==> src/rtl/rom_load_sequencer.sv <==
// rom_load_sequencer
//
// Accepts the HPS ioctl byte stream for ROM downloads (index 0). It packs
// even/odd bytes into 16-bit words and tags each word with one of four ROM
// regions. Words are queued in a small FIFO that drains over a req/ack
// memory write port. ioctl_wait throttles the HPS. done pulses once after
// the last word of a download has been accepted by memory.
//
// Optional feature (macro ROM_LOAD_CHECKSUM_EN):
//   Defined   : checksum holds a 16-bit wrapping sum of the accepted bytes.
//               The sum is cleared when a new download starts.
//   Undefined : checksum is tied to zero.
//
// Ports:
//   clk_sys, reset       clock and synchronous active-high reset
//   ioctl_download       download active
//   ioctl_index          download index; only index 0 is processed
//   ioctl_wr             one-cycle byte strobe
//   ioctl_addr           byte address
//   ioctl_dout           byte data
//   ioctl_wait           stall request to the HPS
//   mem_req/mem_ack      write handshake. mem_req is a level that stays high
//                        while a word is queued. mem_region/mem_addr/mem_data
//                        hold steady while mem_req is high. A one-cycle
//                        mem_ack with mem_req high retires the head word, and
//                        the next word appears the following cycle. A mem_ack
//                        while mem_req is low has no effect.
//   mem_region/addr/data head word: region, region-relative word address,
//                        {odd byte, even byte}
//   busy                 download in progress or words still queued
//   done                 one-cycle pulse when a load has fully drained
//   checksum             byte sum (see optional feature)
//   fsm_state            current sequencer state, for observation

module rom_load_sequencer #(
  parameter int                ADDR_W     = 25,
  parameter logic [ADDR_W-1:0] R1_BASE    = 25'h008000,
  parameter logic [ADDR_W-1:0] R2_BASE    = 25'h010000,
  parameter logic [ADDR_W-1:0] R3_BASE    = 25'h020000,
  parameter int                FIFO_DEPTH = 4
) (
  input  logic              clk_sys,
  input  logic              reset,
  input  logic              ioctl_download,
  input  logic [7:0]        ioctl_index,
  input  logic              ioctl_wr,
  input  logic [ADDR_W-1:0] ioctl_addr,
  input  logic [7:0]        ioctl_dout,
  output logic              ioctl_wait,
  output logic              mem_req,
  input  logic              mem_ack,
  output logic [1:0]        mem_region,
  output logic [ADDR_W-2:0] mem_addr,
  output logic [15:0]       mem_data,
  output logic              busy,
  output logic              done,
  output logic [15:0]       checksum,
  output logic [2:0]        fsm_state
);

  localparam int PTR_W = $clog2(FIFO_DEPTH);
  localparam int CNT_W = PTR_W + 1;

  typedef enum logic [2:0] {
    S_IDLE  = 3'd0,
    S_LOAD  = 3'd1,
    S_FLUSH = 3'd2,
    S_DRAIN = 3'd3,
    S_DONE  = 3'd4
  } state_t;

  typedef struct packed {
    logic [1:0]        region;
    logic [ADDR_W-2:0] addr;
    logic [15:0]       data;
  } entry_t;

  state_t            state_q;
  logic [ADDR_W-2:0] slot_waddr;
  logic [7:0]        slot_lo;
  logic [7:0]        slot_hi;
  logic [1:0]        slot_vld;    // bit 0 = low byte present, bit 1 = high byte present
  entry_t            fifo_mem [FIFO_DEPTH];
  logic [PTR_W-1:0]  rd_ptr;
  logic [PTR_W-1:0]  wr_ptr;
  logic [CNT_W-1:0]  count;

  logic              index_ok;
  logic              start;
  logic              accept;
  logic [ADDR_W-2:0] byte_waddr;
  logic              byte_odd;
  logic [1:0]        cur_vld;
  logic [ADDR_W-2:0] nxt_waddr;
  logic [7:0]        nxt_lo;
  logic [7:0]        nxt_hi;
  logic [1:0]        nxt_vld;
  logic              push;
  logic              pop;
  logic [ADDR_W-2:0] push_waddr;
  logic [7:0]        push_lo;
  logic [7:0]        push_hi;
  logic [ADDR_W-1:0] push_byte_addr;
  entry_t            push_entry;

  assign index_ok   = (ioctl_index == 8'd0);
  // Start is level sensitive. A download that rose while a previous load was
  // still draining is therefore picked up as soon as IDLE is reached.
  assign start      = (state_q == S_IDLE) & ioctl_download & index_ok;
  assign accept     = ioctl_wr & ioctl_download & index_ok &
                      ((state_q == S_LOAD) | start);
  assign byte_waddr = ioctl_addr[ADDR_W-1:1];
  assign byte_odd   = ioctl_addr[0];
  assign cur_vld    = start ? 2'b00 : slot_vld;

  // Pending-slot update and FIFO push selection. At most one push can result
  // from a strobe: a word-address change evicts the old slot, and the new
  // single byte cannot complete a word on its own.
  always_comb begin
    nxt_waddr  = slot_waddr;
    nxt_lo     = slot_lo;
    nxt_hi     = slot_hi;
    nxt_vld    = cur_vld;
    push       = 1'b0;
    push_waddr = slot_waddr;
    push_lo    = slot_vld[0] ? slot_lo : 8'hFF;
    push_hi    = slot_vld[1] ? slot_hi : 8'hFF;
    if (accept) begin
      if ((cur_vld != 2'b00) && (byte_waddr != slot_waddr)) begin
        push      = 1'b1;
        nxt_waddr = byte_waddr;
        nxt_lo    = ioctl_dout;
        nxt_hi    = ioctl_dout;
        nxt_vld   = byte_odd ? 2'b10 : 2'b01;
      end else begin
        nxt_waddr = byte_waddr;
        if (byte_odd) begin
          nxt_hi     = ioctl_dout;
          nxt_vld[1] = 1'b1;
          if (cur_vld[0]) begin
            push       = 1'b1;
            push_waddr = byte_waddr;
            push_lo    = slot_lo;
            push_hi    = ioctl_dout;
            nxt_vld    = 2'b00;
          end
        end else begin
          nxt_lo     = ioctl_dout;
          nxt_vld[0] = 1'b1;
        end
      end
    end else if ((state_q == S_FLUSH) && (slot_vld != 2'b00)) begin
      push    = 1'b1;
      nxt_vld = 2'b00;
    end
  end

  // Region decode. The region bases are even, so the relative word address
  // is the word address minus the base's word address.
  assign push_byte_addr = {push_waddr, 1'b0};

  always_comb begin
    push_entry.data = {push_hi, push_lo};
    if (push_byte_addr < R1_BASE) begin
      push_entry.region = 2'd0;
      push_entry.addr   = push_waddr;
    end else if (push_byte_addr < R2_BASE) begin
      push_entry.region = 2'd1;
      push_entry.addr   = push_waddr - R1_BASE[ADDR_W-1:1];
    end else if (push_byte_addr < R3_BASE) begin
      push_entry.region = 2'd2;
      push_entry.addr   = push_waddr - R2_BASE[ADDR_W-1:1];
    end else begin
      push_entry.region = 2'd3;
      push_entry.addr   = push_waddr - R3_BASE[ADDR_W-1:1];
    end
  end

  assign mem_req    = (count != '0);
  assign pop        = mem_ack & mem_req;
  assign mem_region = fifo_mem[rd_ptr].region;
  assign mem_addr   = fifo_mem[rd_ptr].addr;
  assign mem_data   = fifo_mem[rd_ptr].data;
  assign busy       = (state_q != S_IDLE) | mem_req;
  assign done       = (state_q == S_DONE);
  assign fsm_state  = state_q;

  // Leaving FIFO_DEPTH-2 as the threshold keeps headroom for two pushes that
  // land after the HPS has already been told to wait.
  assign ioctl_wait = (count >= CNT_W'(FIFO_DEPTH - 2)) |
                      (state_q == S_FLUSH) |
                      (((state_q == S_DRAIN) | (state_q == S_DONE)) &
                       ioctl_download & index_ok);

  always_ff @(posedge clk_sys) begin
    if (reset) begin
      state_q    <= S_IDLE;
      slot_waddr <= '0;
      slot_lo    <= '0;
      slot_hi    <= '0;
      slot_vld   <= '0;
      rd_ptr     <= '0;
      wr_ptr     <= '0;
      count      <= '0;
      for (int i = 0; i < FIFO_DEPTH; i++) fifo_mem[i] <= '0;
    end else begin
      slot_waddr <= nxt_waddr;
      slot_lo    <= nxt_lo;
      slot_hi    <= nxt_hi;
      slot_vld   <= nxt_vld;
      if (push) begin
        fifo_mem[wr_ptr] <= push_entry;
        wr_ptr           <= wr_ptr + 1'b1;
      end
      if (pop) rd_ptr <= rd_ptr + 1'b1;
      count <= count + CNT_W'(push) - CNT_W'(pop);

      case (state_q)
        S_IDLE:  if (start) state_q <= S_LOAD;
        S_LOAD:  if (!ioctl_download) state_q <= S_FLUSH;
        S_FLUSH: state_q <= S_DRAIN;
        S_DRAIN: if (count == '0) state_q <= S_DONE;
        S_DONE:  state_q <= S_IDLE;
        default: state_q <= S_IDLE;
      endcase
    end
  end

  // The wait threshold guarantees headroom, so a push into a full FIFO
  // without a simultaneous pop points at a broken throttle.
  always_ff @(posedge clk_sys) begin
    if (!reset) assert (!(push && !pop && (count == CNT_W'(FIFO_DEPTH))));
  end

`ifdef ROM_LOAD_CHECKSUM_EN
  logic [15:0] sum_q;

  always_ff @(posedge clk_sys) begin
    if (reset) begin
      sum_q <= '0;
    end else if (start) begin
      sum_q <= accept ? {8'h00, ioctl_dout} : 16'h0000;
    end else if (accept) begin
      sum_q <= sum_q + {8'h00, ioctl_dout};
    end
  end

  assign checksum = sum_q;
`else
  assign checksum = 16'h0000;
`endif

endmodule

==> config.mk <==
export PLATFORM = sky130hd
export DESIGN_NAME = rom_load_sequencer
export DESIGN_NICKNAME = d
export VERILOG_FILES = /design/src/rtl/rom_load_sequencer.sv
export SDC_FILE = /design/constraint.sdc
export NUM_CORES = 1
export LEC_CHECK = 0
export BUFFER_PORTS_ARGS = -buffer_cell sky130_fd_sc_hd__buf_2
export CORE_ASPECT_RATIO = 0.6
export CORE_MARGIN = 2
export CORE_UTILIZATION = 60
export DETAILED_ROUTE_END_ITERATION = 8
export GPL_ROUTABILITY_DRIVEN = 0
export GPL_TIMING_DRIVEN = 0
export PLACE_DENSITY = 0.81
export SLEW_MARGIN = 15
export SYNTH_ARGS = -nofsm -noshare
export SYNTH_HDL_FRONTEND = slang
export SYNTH_SLANG_ARGS = --single-unit
==> constraint.sdc <==
create_clock -name clk_sys -period 14.05 [get_ports clk_sys]
set_clock_uncertainty 0.05 [all_clocks]
set_input_delay 2.81 -clock clk_sys [delete_from_list [all_inputs] [get_ports clk_sys]]
set_output_delay 2.81 -clock clk_sys [all_outputs]
set_load 0.05 [all_outputs]
==> impl_metrics.env <==
export IMPL_hp_start="slot_waddr[6]$_SDFFE_PP0N_"
export IMPL_cts_setup_buffers=0
export IMPL_slowest_stage="or4_4"
export IMPL_holdWs_ns=0.433
export IMPL_antenna_found_initial=0
export IMPL_cp_cell_sequence="buf_2 -> or4_4 -> or3_1 -> a21oi_1 -> a211o_1 -> buf_2"
export IMPL_clk_insertion_delay_late_ns=0.50
export IMPL_route_vias_total=6785
export IMPL_p_per_area_mw_per_mm2=144
export IMPL_cap_violations=0
export IMPL_final_util_pct=71.4
export IMPL_seq_power_share_pct=43.7
export IMPL_die_area_mm2=0.0179
export IMPL_pwr_share_clk_pct=31.8
export IMPL_start_util_pct=61.7
export IMPL_fp_dieW_um=171
export IMPL_rsz0062_at_grt="false"
export IMPL_slew_viol_final=0
export IMPL_ioPinCount=111
export IMPL_cts_root_buf="clkbuf_16"
export IMPL_async_flop_share_pct=0
export IMPL_dpl_hpwl_um=16300
export IMPL_fin_total_pwr_uw=1680
export IMPL_setup_worst_path_start_class="input port"
export IMPL_p_int_uw=1160
export IMPL_yosysUniqueCellTypes=54
export IMPL_yosys_area_top_type_share_pct=50.0
export IMPL_cp_end_kind="primary output"
export IMPL_grt_max_degree=43
export IMPL_p_leak_uw=0.00442
export IMPL_period_minus_slack_ns=7.36
export IMPL_grt_pass1_wl_um=36600
export IMPL_yosysMostFrequentCell="edfxtp_1"
export IMPL_synth_edf_count=168
export IMPL_r2r_setup_slack_ns=10.20
export IMPL_path_max_fanout=4
export IMPL_required_ns=11.19
export IMPL_crit_path_max_incr_delay_ns=0.59
export IMPL_worst_pin_slew_ns=0.885
export IMPL_holdPathEnd="slot_waddr[6]$_SDFFE_PP0N_"
export IMPL_fin_crit_sh_pct=52.4
export IMPL_core_area_mm2=0.0164
export IMPL_swShare_pct=31.2
export IMPL_cts_buffers_inserted=20
export IMPL_drive_above_1_share_pct=23.9
export IMPL_critPathMostFrequentCell="buf_2"
export IMPL_cts_hold_buffers_added=0
export IMPL_arrival_ns=4.50
export IMPL_r2r_cells=14
export IMPL_finalSetupViolCount=0
export IMPL_route_detailed_drc=0
export IMPL_synth_top_cell_by_area="edfxtp_1"
export IMPL_cts_sinks=222
export IMPL_area_growth_pct=15.6
export IMPL_grt_ovfl_total=0
export IMPL_ctsResizeCount=0
export IMPL_dr_pass1_iters=5
export IMPL_wl_um=23500
export IMPL_die_h_um=104
export IMPL_syn_mean_instance_area_um2=12.5
export IMPL_synth_main_ff_cell="edfxtp_1"
export IMPL_routedWlPerCell_um=19.9
export IMPL_syn_inst=806
export IMPL_fmaxAchievable_mhz=136
export IMPL_status="completed"
export IMPL_drtIter0Drc=730
export IMPL_peakVddDrop_mv=0.0909
export IMPL_diodes=0
export IMPL_synth_common_cells="edfxtp_1 (168), nor2_1 (152), nand2_1 (57)"
export IMPL_grt_pass1_vias=6486
export IMPL_yosys_top_cells_area="edfxtp_1 (50%), dfxtp_1 (11%), mux4_2 (9.4%), nor2_1 (5.7%), and2_1 (2.4%)"
export IMPL_grt_total_usage_pct=27.1
export IMPL_path_clk_slew_ns=0.06
export IMPL_seq_area_frac_synth_pct=60.7
export IMPL_avgViaCountPerCell=5.74
export IMPL_syn_area_mm2=0.0101
export IMPL_numPortBuffers=94
export IMPL_max_slew_margin_pct=41.0
export IMPL_switchingPower_uw=525
export IMPL_hold_viol=0
export IMPL_antenna_left=0
export IMPL_r2r_start="fsm_state[0]$_SDFFE_PP0P_"
export IMPL_crit_type="in2out"
export IMPL_clk_path_buf_depth=3
export IMPL_fin_setup_tns_ns=0
export IMPL_startpoint="ioctl_index[3]"
export IMPL_min_path_cells=2
export IMPL_r2r_end="count[2]$_SDFF_PP0_"
export IMPL_synth_yosys_warnings=0
export IMPL_ys_seq_elements=222
export IMPL_combPwrFrac_pct=24.6
export IMPL_htree_num_levels=1
export IMPL_hp_class="reg2reg"
export IMPL_final_nets=993
export IMPL_rows=36
export IMPL_cts_tree="done"
power groups by stage:
stage                     registers [uW]  clock network, uW  logic (uW)
after floorplan                      748                  0         327
after global placement               751                  0         408
after detailed placement             750                  0         416
after CTS                            736                540         418
after global routing                 738                566         440
final                                736                535         414
critical path, delay by kind of cell:
kind,cells,cell delay [ns]
AO/OA/AOI/OAI,2,0.31
AND/OR/NAND/NOR,2,1.03
buffers and inverters,2,0.35
per-layer routing:
metal	vias up	share of wire, %	GRT usage (%)
met3	40	9.9	4.68
met2	345	45	40.0
met4	0	1.9	5.81
li1	3111	-	-
met5	-	0	0
met1	3289	44	42.4
state kept, by name (all words and copies together) (netlist names), named ones only:
| register | count |
|---|---|
| count | 3 |
| fsm_state | 3 |
| slot_waddr | 24 |
| slot_lo | 8 |
| slot_vld | 2 |
| rd_ptr | 2 |
| slot_hi | 8 |
| wr_ptr | 2 |
| fifo_mem | 168 |
how the worst max path moves through the flow:
stage	end	slack, ns	depth (start not counted)
finish	ioctl_wait	6.69	6
CTS	ioctl_wait	6.71	6
global route	ioctl_wait	6.65	6
detailed placement	ioctl_wait	6.71	6
floorplan	ioctl_wait	6.90	4
global placement	fifo_mem[3][35]$_DFFE_PP_	5.14	8
through the flow:
step	area (um2)	setup WS, ns	cells
after CTS	11700	6.71	1183
after floorplan	10200	6.90	821
final	11700	6.69	1183
after global routing	11700	6.65	1183
after global placement	10900	5.14	1143
after detailed placement	11000	6.71	1147
final cells by class:
class	instances	area (um2)
clock inverter	3	16.3
inverter	29	109
fill	1165	4680
tap	228	285
buffer	65	350
multi-input combinational	505	3600
clock buffer	33	621
sequential	222	6130
timing repair buffer	98	566
placed cells by master (no fill, tap or decap), types with 23 or more instances in the layout:
cell / Yosys / routed
xor2_1: 26 / 26
edfxtp_1: 168 / 168
nor2_1: 152 / 152
mux4_2: 42 / 42
a21oi_1: 33 / 33
buf_2: 10 / 104
buf_4: 23 / 23
dfxtp_1: 54 / 54
nand2_1: 57 / 57
clkbuf_1: 26 / 33
and2_1: 39 / 39
inv_1: 29 / 29
cell families after synthesis:
kind of cell / synth area share, %
adders and majority gates: 0.818
AOI/OAI and AO/OA: 4.88
muxes: 11.1
other: 0.0371
DFF: 60.7
and+or+nand+nor: 15.0
xor gates and xnor gates: 2.95
buffers and inverters: 4.55
Power figures use the tool's default switching activity.
